==> src/rtl/alu_seq_pkg.sv <==
// Shared types for the ALU command sequencer: command/result layouts and FSM states.
// Field order of both structs matches the host bus bit layout, MSB first.
package alu_seq_pkg;

  localparam int CMD_W = 192;
  localparam int RES_W = 132;

  typedef struct packed {
    logic [31:0] conv_in;
    logic [31:0] float_b;
    logic [31:0] float_a;
    logic [31:0] fix_b;
    logic [31:0] fix_a;
    logic [21:0] reserved;
    logic [2:0]  float_mode;
    logic [2:0]  fix_mode;
    logic        conv_en;
    logic        float_en;
    logic        fix_en;
    logic        conv_mode;
  } cmd_t;

  typedef struct packed {
    logic        timeout;
    logic        conv_done;
    logic        float_done;
    logic        fix_done;
    logic [31:0] conv_res;
    logic [31:0] float_res;
    logic [63:0] fix_res;
  } res_t;

  typedef enum logic [1:0] {IDLE, ISSUE, WAIT, OUTPUT} state_t;

endpackage

==> src/rtl/alu_cmd_sequencer_if.sv <==
// Host-side bus of the sequencer: command push channel, result valid/ready channel, busy.
// master = host driving commands and accepting results; slave = the sequencer.
interface alu_cmd_sequencer_if;

  logic                cmd_valid;
  logic                cmd_ready;
  alu_seq_pkg::cmd_t   cmd_data;
  logic                res_valid;
  logic                res_ready;
  alu_seq_pkg::res_t   res_data;
  logic                busy;

  modport master (
    output cmd_valid, cmd_data, res_ready,
    input  cmd_ready, res_valid, res_data, busy
  );

  modport slave (
    input  cmd_valid, cmd_data, res_ready,
    output cmd_ready, res_valid, res_data, busy
  );

endinterface

==> src/rtl/sync_fifo.sv <==
// Generic synchronous FIFO; read data is the head entry, visible the cycle after its push.
// Backpressure: ready_o is registered (not full next cycle); push and pop may coincide.
module sync_fifo #(
  parameter int WIDTH = 8,
  parameter int DEPTH = 4
) (
  input  logic             clk,
  input  logic             rst,
  input  logic             push_i,
  input  logic [WIDTH-1:0] wdata_i,
  input  logic             pop_i,
  output logic [WIDTH-1:0] rdata_o,
  output logic             empty_o,
  output logic             ready_o
);

  localparam int AW = (DEPTH > 1) ? $clog2(DEPTH) : 1;
  localparam int CW = AW + 1;
  localparam logic [CW-1:0] FULL_CNT = CW'(DEPTH);

  logic [WIDTH-1:0] mem_q [DEPTH];
  logic [AW-1:0]    wr_ptr_q, rd_ptr_q;
  logic [CW-1:0]    count_q, count_d;
  logic             ready_q;
  logic             do_push, do_pop;

  assign do_push = push_i & ready_q;
  assign do_pop  = pop_i & (count_q != '0);

  always_comb begin
    count_d = count_q;
    if (do_push && !do_pop) begin
      count_d = count_q + CW'(1);
    end else if (!do_push && do_pop) begin
      count_d = count_q - CW'(1);
    end
  end

  always_ff @(posedge clk) begin
    if (do_push) begin
      mem_q[wr_ptr_q] <= wdata_i;
    end
  end

  // Power-of-two depth lets the pointers wrap by plain overflow.
  always_ff @(posedge clk) begin
    if (!rst) begin
      wr_ptr_q <= '0;
      rd_ptr_q <= '0;
      count_q  <= '0;
      ready_q  <= 1'b1;
    end else begin
      if (do_push) wr_ptr_q <= wr_ptr_q + AW'(1);
      if (do_pop)  rd_ptr_q <= rd_ptr_q + AW'(1);
      count_q <= count_d;
      ready_q <= (count_d != FULL_CNT);
    end
  end

  assign rdata_o = mem_q[rd_ptr_q];
  assign empty_o = (count_q == '0);
  assign ready_o = ready_q;

endmodule

==> src/rtl/alu_cmd_sequencer.sv <==
// Buffers host commands, issues them one at a time to the ALU units and returns one packed result;
// push to res_valid is 4 cycles with single-cycle units, result held until res_ready. Watchdog: ALU_TIMEOUT_EN.
module alu_cmd_sequencer
  import alu_seq_pkg::*;
#(
  parameter int FIFO_DEPTH     = 4,
  parameter int TIMEOUT_CYCLES = 1024
) (
  input  logic                clk,
  input  logic                rst,
  alu_cmd_sequencer_if.slave  host,
  output logic [2:0]          fix_mode,
  output logic [2:0]          float_mode,
  output logic                converter_mode,
  output logic [31:0]         fix_a,
  output logic [31:0]         fix_b,
  output logic [31:0]         float_a,
  output logic [31:0]         float_b,
  output logic [31:0]         converter_in,
  output logic                fix_start,
  output logic                float_start,
  output logic                converter_start,
  input  logic                fix_done,
  input  logic                float_done,
  input  logic                converter_done,
  input  logic [63:0]         fix_result,
  input  logic [31:0]         float_result,
  input  logic [31:0]         converter_out
);

  state_t     state_q;
  cmd_t       cmd_q;
  res_t       res_q;
  logic       res_valid_q;
  logic       fix_start_q, float_start_q, conv_start_q;
  cmd_t       fifo_rdata;
  logic       fifo_empty, fifo_pop;
  logic [2:0] en, done_in, flags_d;
  logic       wd_expire;

  sync_fifo #(
    .WIDTH (CMD_W),
    .DEPTH (FIFO_DEPTH)
  ) u_cmd_fifo (
    .clk     (clk),
    .rst     (rst),
    .push_i  (host.cmd_valid),
    .wdata_i (host.cmd_data),
    .pop_i   (fifo_pop),
    .rdata_o (fifo_rdata),
    .empty_o (fifo_empty),
    .ready_o (host.cmd_ready)
  );

  assign fifo_pop = (state_q == IDLE) && !fifo_empty;
  assign en       = {cmd_q.conv_en, cmd_q.float_en, cmd_q.fix_en};
  assign done_in  = {converter_done, float_done, fix_done} & en;
  assign flags_d  = {res_q.conv_done, res_q.float_done, res_q.fix_done} | done_in;

`ifdef ALU_TIMEOUT_EN
  localparam int WD_W = $clog2(TIMEOUT_CYCLES + 1);
  logic [WD_W-1:0] wd_q;

  always_ff @(posedge clk) begin
    if (!rst) begin
      wd_q <= '0;
    end else if (state_q == ISSUE) begin
      wd_q <= '0;
    end else if (state_q == WAIT) begin
      wd_q <= wd_q + WD_W'(1);
    end
  end

  // Fires in the last of TIMEOUT_CYCLES wait cycles, so OUTPUT follows immediately after it.
  assign wd_expire = (state_q == WAIT) && (wd_q == WD_W'(TIMEOUT_CYCLES - 1));
`else
  localparam int unused_timeout_cycles = TIMEOUT_CYCLES;
  assign wd_expire = 1'b0;
`endif

  always_ff @(posedge clk) begin
    if (!rst) begin
      state_q       <= IDLE;
      cmd_q         <= '0;
      res_q         <= '0;
      res_valid_q   <= 1'b0;
      fix_start_q   <= 1'b0;
      float_start_q <= 1'b0;
      conv_start_q  <= 1'b0;
    end else begin
      fix_start_q   <= 1'b0;
      float_start_q <= 1'b0;
      conv_start_q  <= 1'b0;
      case (state_q)
        IDLE: begin
          if (!fifo_empty) begin
            cmd_q         <= fifo_rdata;
            fix_start_q   <= fifo_rdata.fix_en;
            float_start_q <= fifo_rdata.float_en;
            conv_start_q  <= fifo_rdata.conv_en;
            state_q       <= ISSUE;
          end
        end
        ISSUE: begin
          res_q <= '0;
          if (en == 3'b000) begin
            res_valid_q <= 1'b1;
            state_q     <= OUTPUT;
          end else begin
            state_q <= WAIT;
          end
        end
        WAIT: begin
          if (done_in[0]) res_q.fix_res   <= fix_result;
          if (done_in[1]) res_q.float_res <= float_result;
          if (done_in[2]) res_q.conv_res  <= converter_out;
          res_q.fix_done   <= flags_d[0];
          res_q.float_done <= flags_d[1];
          res_q.conv_done  <= flags_d[2];
          if (flags_d == en) begin
            res_valid_q <= 1'b1;
            state_q     <= OUTPUT;
          end else if (wd_expire) begin
            res_q.timeout <= 1'b1;
            res_valid_q   <= 1'b1;
            state_q       <= OUTPUT;
          end
        end
        OUTPUT: begin
          if (host.res_ready) begin
            res_valid_q <= 1'b0;
            state_q     <= IDLE;
          end
        end
        default: state_q <= IDLE;
      endcase
    end
  end

  logic unused_reserved;
  assign unused_reserved = ^cmd_q.reserved;

  assign fix_mode        = cmd_q.fix_mode;
  assign float_mode      = cmd_q.float_mode;
  assign converter_mode  = cmd_q.conv_mode;
  assign fix_a           = cmd_q.fix_a;
  assign fix_b           = cmd_q.fix_b;
  assign float_a         = cmd_q.float_a;
  assign float_b         = cmd_q.float_b;
  assign converter_in    = cmd_q.conv_in;
  assign fix_start       = fix_start_q;
  assign float_start     = float_start_q;
  assign converter_start = conv_start_q;
  assign host.res_valid  = res_valid_q;
  assign host.res_data   = res_q;
  assign host.busy       = (state_q != IDLE) || !fifo_empty;

endmodule

==> src/flat_wrapper.sv <==
// flat-port wrapper written by rule: the top's interface ports become plain ports
module alu_cmd_sequencer_flat import alu_seq_pkg::*;
#(
  parameter int FIFO_DEPTH     = 4,
  parameter int TIMEOUT_CYCLES = 1024
)
  (clk, rst, fix_mode, float_mode, converter_mode, fix_a, fix_b, float_a, float_b, converter_in, fix_start, float_start, converter_start, fix_done, float_done, converter_done, fix_result, float_result, converter_out, host_cmd_valid, host_cmd_data, host_res_ready, host_cmd_ready, host_res_valid, host_res_data, host_busy);
  alu_cmd_sequencer_if host_i ();
  input  logic clk;
  input  logic rst;
  output logic [2:0] fix_mode;
  output logic [2:0] float_mode;
  output logic converter_mode;
  output logic [31:0] fix_a;
  output logic [31:0] fix_b;
  output logic [31:0] float_a;
  output logic [31:0] float_b;
  output logic [31:0] converter_in;
  output logic fix_start;
  output logic float_start;
  output logic converter_start;
  input  logic fix_done;
  input  logic float_done;
  input  logic converter_done;
  input  logic [63:0] fix_result;
  input  logic [31:0] float_result;
  input  logic [31:0] converter_out;
  input wire logic [$bits(host_i.cmd_valid)-1:0] host_cmd_valid;
  input wire logic [$bits(host_i.cmd_data)-1:0] host_cmd_data;
  input wire logic [$bits(host_i.res_ready)-1:0] host_res_ready;
  output wire logic [$bits(host_i.cmd_ready)-1:0] host_cmd_ready;
  output wire logic [$bits(host_i.res_valid)-1:0] host_res_valid;
  output wire logic [$bits(host_i.res_data)-1:0] host_res_data;
  output wire logic [$bits(host_i.busy)-1:0] host_busy;
  assign host_i.cmd_valid = host_cmd_valid;
  assign host_i.cmd_data = host_cmd_data;
  assign host_i.res_ready = host_res_ready;
  assign host_cmd_ready = host_i.cmd_ready;
  assign host_res_valid = host_i.res_valid;
  assign host_res_data = host_i.res_data;
  assign host_busy = host_i.busy;
  alu_cmd_sequencer #(.FIFO_DEPTH(FIFO_DEPTH), .TIMEOUT_CYCLES(TIMEOUT_CYCLES)) u_core (.clk(clk), .rst(rst), .host(host_i), .fix_mode(fix_mode), .float_mode(float_mode), .converter_mode(converter_mode), .fix_a(fix_a), .fix_b(fix_b), .float_a(float_a), .float_b(float_b), .converter_in(converter_in), .fix_start(fix_start), .float_start(float_start), .converter_start(converter_start), .fix_done(fix_done), .float_done(float_done), .converter_done(converter_done), .fix_result(fix_result), .float_result(float_result), .converter_out(converter_out));
endmodule
==> config.mk <==
export PLATFORM = sky130hd
export DESIGN_NAME = alu_cmd_sequencer_flat
export DESIGN_NICKNAME = d
export VERILOG_FILES = /design/src/rtl/alu_seq_pkg.sv /design/src/rtl/alu_cmd_sequencer_if.sv /design/src/rtl/sync_fifo.sv /design/src/rtl/alu_cmd_sequencer.sv /design/src/flat_wrapper.sv
export SDC_FILE = /design/constraint.sdc
export NUM_CORES = 1
export LEC_CHECK = 0
export CAP_MARGIN = 10
export CORE_MARGIN = 8
export CORE_UTILIZATION = 55
export DETAILED_ROUTE_END_ITERATION = 7
export PLACE_DENSITY = 0.82
export SLEW_MARGIN = 0
export SYNTH_ARGS = -nofsm -noshare
export SYNTH_HDL_FRONTEND = slang
export SYNTH_SLANG_ARGS = --single-unit
==> constraint.sdc <==
create_clock -name clk -period 15.3 [get_ports clk]
set_input_delay 1.53 -clock clk [delete_from_list [all_inputs] [get_ports clk]]
set_output_delay 1.53 -clock clk [all_outputs]
set_load 0.01 [all_outputs]
==> results.sh <==
export IMPL_rsz0062_at_grt="false"
export IMPL_clockBufferDepth=3
export IMPL_die_area_mm2=0.0759
export IMPL_drive_above_1_share_pct=11.7
export IMPL_path_cells="clkdlybuf4s50_1 -> and3_4 -> buf_4 -> buf_4"
export IMPL_die_w_um=275
export IMPL_cp_max_fo=45
export IMPL_port_buffers=608
export IMPL_dr_pass1_iters=7
export IMPL_antenna_found_initial=34
export IMPL_die_y_um=275
export IMPL_peakVddDrop_mv=0.144
export IMPL_grt_pass1_vias=22700
export IMPL_skew_ns=0.0166
export IMPL_initial_core_util_pct=55.3
export IMPL_hold_viol_final=0
export IMPL_end_kind="flop"
export IMPL_start_kind="input pin"
export IMPL_synth_xor_area_share_pct=0.142
export IMPL_num_rows=95
export IMPL_cts_root_buffer="clkbuf_16"
export IMPL_syn_inst=2483
export IMPL_vias=22200
export IMPL_fin_nets=3235
export IMPL_grt_pass1_wl_um=144000
export IMPL_crit_required_ns=15.56
export IMPL_synth_seq_cells=997
export IMPL_clkTransAtPathRegs_ns=0.06
export IMPL_synth_fa_ha_area_share_pct=0.406
export IMPL_leakage_nw=14.8
export IMPL_antenna_left=0
export IMPL_synthDistinctLibCells=38
export IMPL_async_reset_ff_share_pct=0
export IMPL_synth_top_family_by_area="multiplexers"
export IMPL_yosys_area_share_simple_pct=7.16
export IMPL_syn_area_mm2=0.0370
export IMPL_worstSetupPathType="input pin to flop"
export IMPL_synth_edf_count=680
export IMPL_io_pins=632
export IMPL_clk_insertion_delay_late_ns=0.65
export IMPL_min_period_ns=3.91
export IMPL_cts_buffers=96
export IMPL_viasPerCell=5.73
export IMPL_ctsHtreeMaxLevel=3
export IMPL_maxSlewViolCount=0
export IMPL_timing_hold_ws_ns=0.455
export IMPL_synth_compound_area_share_pct=4.43
export IMPL_drtIter0Drc=1965
export IMPL_tightest_slew_ns=1.17
export IMPL_grt_overflow=0
export IMPL_post_cts_buffers=0
export IMPL_critical_path_buf_inv_count=3
export IMPL_cp_common_cell="buf_4"
export IMPL_holdBufCountCts=0
export IMPL_critical_path_arrival_ns=4.17
export IMPL_cts_num_sinks=997
export IMPL_powerDensity_mw_per_mm2=171
export IMPL_groute_usage_overall_pct=25.4
export IMPL_core_area_mm2=0.0669
export IMPL_wl_per_cell_um=25.5
export IMPL_synth_fp_nets=2822
export IMPL_fmax_mhz=256
export IMPL_syn2layout_area_growth_pct=24.1
export IMPL_critPathTopFamily="buffers and inverters"
export IMPL_muxShareOfSynthArea_pct=10.4
export IMPL_ys_seq_area_share_pct=72.3
export IMPL_yosys_warnings=0
export IMPL_fin_crit_sh_pct=25.5
export IMPL_finalSetupViolations=0
export IMPL_cts_resized=0
export IMPL_place_gp_congestion=0.901
export IMPL_grt_start_max_net_pins=151
export IMPL_dp_hpwl_um=62400
export IMPL_status="completed"
export IMPL_synth_avg_cell_area_um2=14.9
export IMPL_slowest_delay_ns=0.70
export IMPL_slew_headroom_pct=22.0
export IMPL_worst_path_max_delay_cell="buf_4"
export IMPL_drc=0
export IMPL_setup_tns_final_ns=0
export IMPL_hp_class="flop to flop"
export IMPL_finalWirelength_um=98900
export IMPL_cts_tree="built"
export IMPL_ys_dominant_reg_cell="edfxtp_1"
export IMPL_cap_violations=0
## layer usage
layer	GRT usage [%]	share of wire, %	up-vias	wire (um)
li1	-	-	9816	-
met3	7.26	8.7	239	8600
met4	14.4	5.5	14	5400
met2	42.9	50	966	49900
met1	28.8	35	11200	35000
met5	0	0.092	-	91
## report_power, final
group	internal, W	leakage, nW	switching [W]
sequential	0.00328	8.82	0.000216
combinational	0.000846	4.45	0.00107
clock	0.00143	1.58	0.000997
## cells in the final DEF (no fill, tap or decap), types with 11 or more instances in the layout
master	n
clkbuf_16	98
edfxtp_1	680
bufinv_16	11
diode_2	26
clkbuf_1	30
mux4_2	170
clkbuf_8	12
clkdlybuf4s50_1	608
nand3_1	132
a21oi_1	304
dfxtp_1	315
ha_1	12
nand2_1	476
buf_4	25
## sequential cells by signal, indices dropped and copies added (netlist names), 2 cells and up, named ones only
signal / count
u_core.u_cmd_fifo.mem_q: 680
u_core.host.res_data: 131
u_core.converter_in: 32
u_core.fix_a: 32
u_core.fix_b: 32
u_core.float_a: 32
u_core.float_b: 32
u_core.cmd_q: 3
u_core.fix_mode: 3
u_core.float_mode: 3
u_core.u_cmd_fifo.count_q: 3
u_core.state_q: 2
u_core.u_cmd_fifo.rd_ptr_q: 2
u_core.u_cmd_fifo.wr_ptr_q: 2
## cell usage after synthesis, types with 2 or more instances
cell type	number	area [um2]
a21o_1	2	15.0
a21oi_1	304	1520
a31oi_1	4	25.0
and2_1	4	25.0
and3_1	10	62.6
buf_1	23	86.3
buf_2	39	195
buf_4	167	1250
clkbuf_1	90	338
dfxtp_1	317	6350
edfxtp_1	680	20400
ha_1	12	150
inv_1	11	41.3
mux4_2	170	3830
nand2_1	478	1790
nand3_1	133	666
nor2_1	9	33.8
nor2b_1	3	18.8
nor3_1	2	10.0
nor3b_1	3	22.5
xnor2_1	5	43.8
## cell families (layout without fill, tap and decap cells)
logic type	count (synthesis)	in the layout
compound gates	320	320
xor+xnor	6	6
fa+ha+maj	12	12
buf+inv	331	827
flops	997	997
mux	171	171
other cells	1	27
simple gates	645	645
## worst paths after layout
path         depth (start not counted)  slack [ns]                          from                               to
min reg2reg                          2        0.46             u_core.float_b[0]                u_core.float_b[0]
max                                  4       11.39                host_cmd_valid  u_core.u_cmd_fifo.mem_q[0][136]
max reg2reg                          8       12.16  u_core.u_cmd_fifo.count_q[0]     u_core.u_cmd_fifo.count_q[0]
min                                  2        0.46             u_core.float_b[0]                u_core.float_b[0]
## stage by stage
| step | util (%) | std cells | cell area, um2 | power (W) | setup WS (ns) |
|---|---|---|---|---|---|
| finish | 68.6 | 3878 | 45900 | 0.00784 | 11.39 |
| global route | 68.6 | 3870 | 45900 | 0.00816 | 11.30 |
| floorplan | - | 2483 | 37000 | 0.00481 | 9.27 |
| global placement | 63.6 | 3671 | 42600 | 0.00539 | 10.71 |
| CTS | 68.5 | 3852 | 45900 | 0.00790 | 11.37 |
| detailed placement | 63.6 | 3671 | 42600 | 0.00546 | 10.71 |
## worst min-delay path, cell delays in order (launching register included)
cell,delay (ns)
dfxtp_1,0.31
nand2_1,0.05
a21oi_1,0.05
## layout make-up
| type | count | area [um2] |
|---|---|---|
| sequential | 997 | 26800 |
| clock inverter | 40 | 531 |
| timing repair buffer | 634 | 6290 |
| fill | 4286 | 21000 |
| antenna | 26 | 65.1 |
| inverter | 12 | 52.6 |
| tap | 873 | 1090 |
| multi-input combinational | 1155 | 8380 |
| clock buffer | 141 | 2740 |
Note: power is estimated with default switching activity, not from simulation.
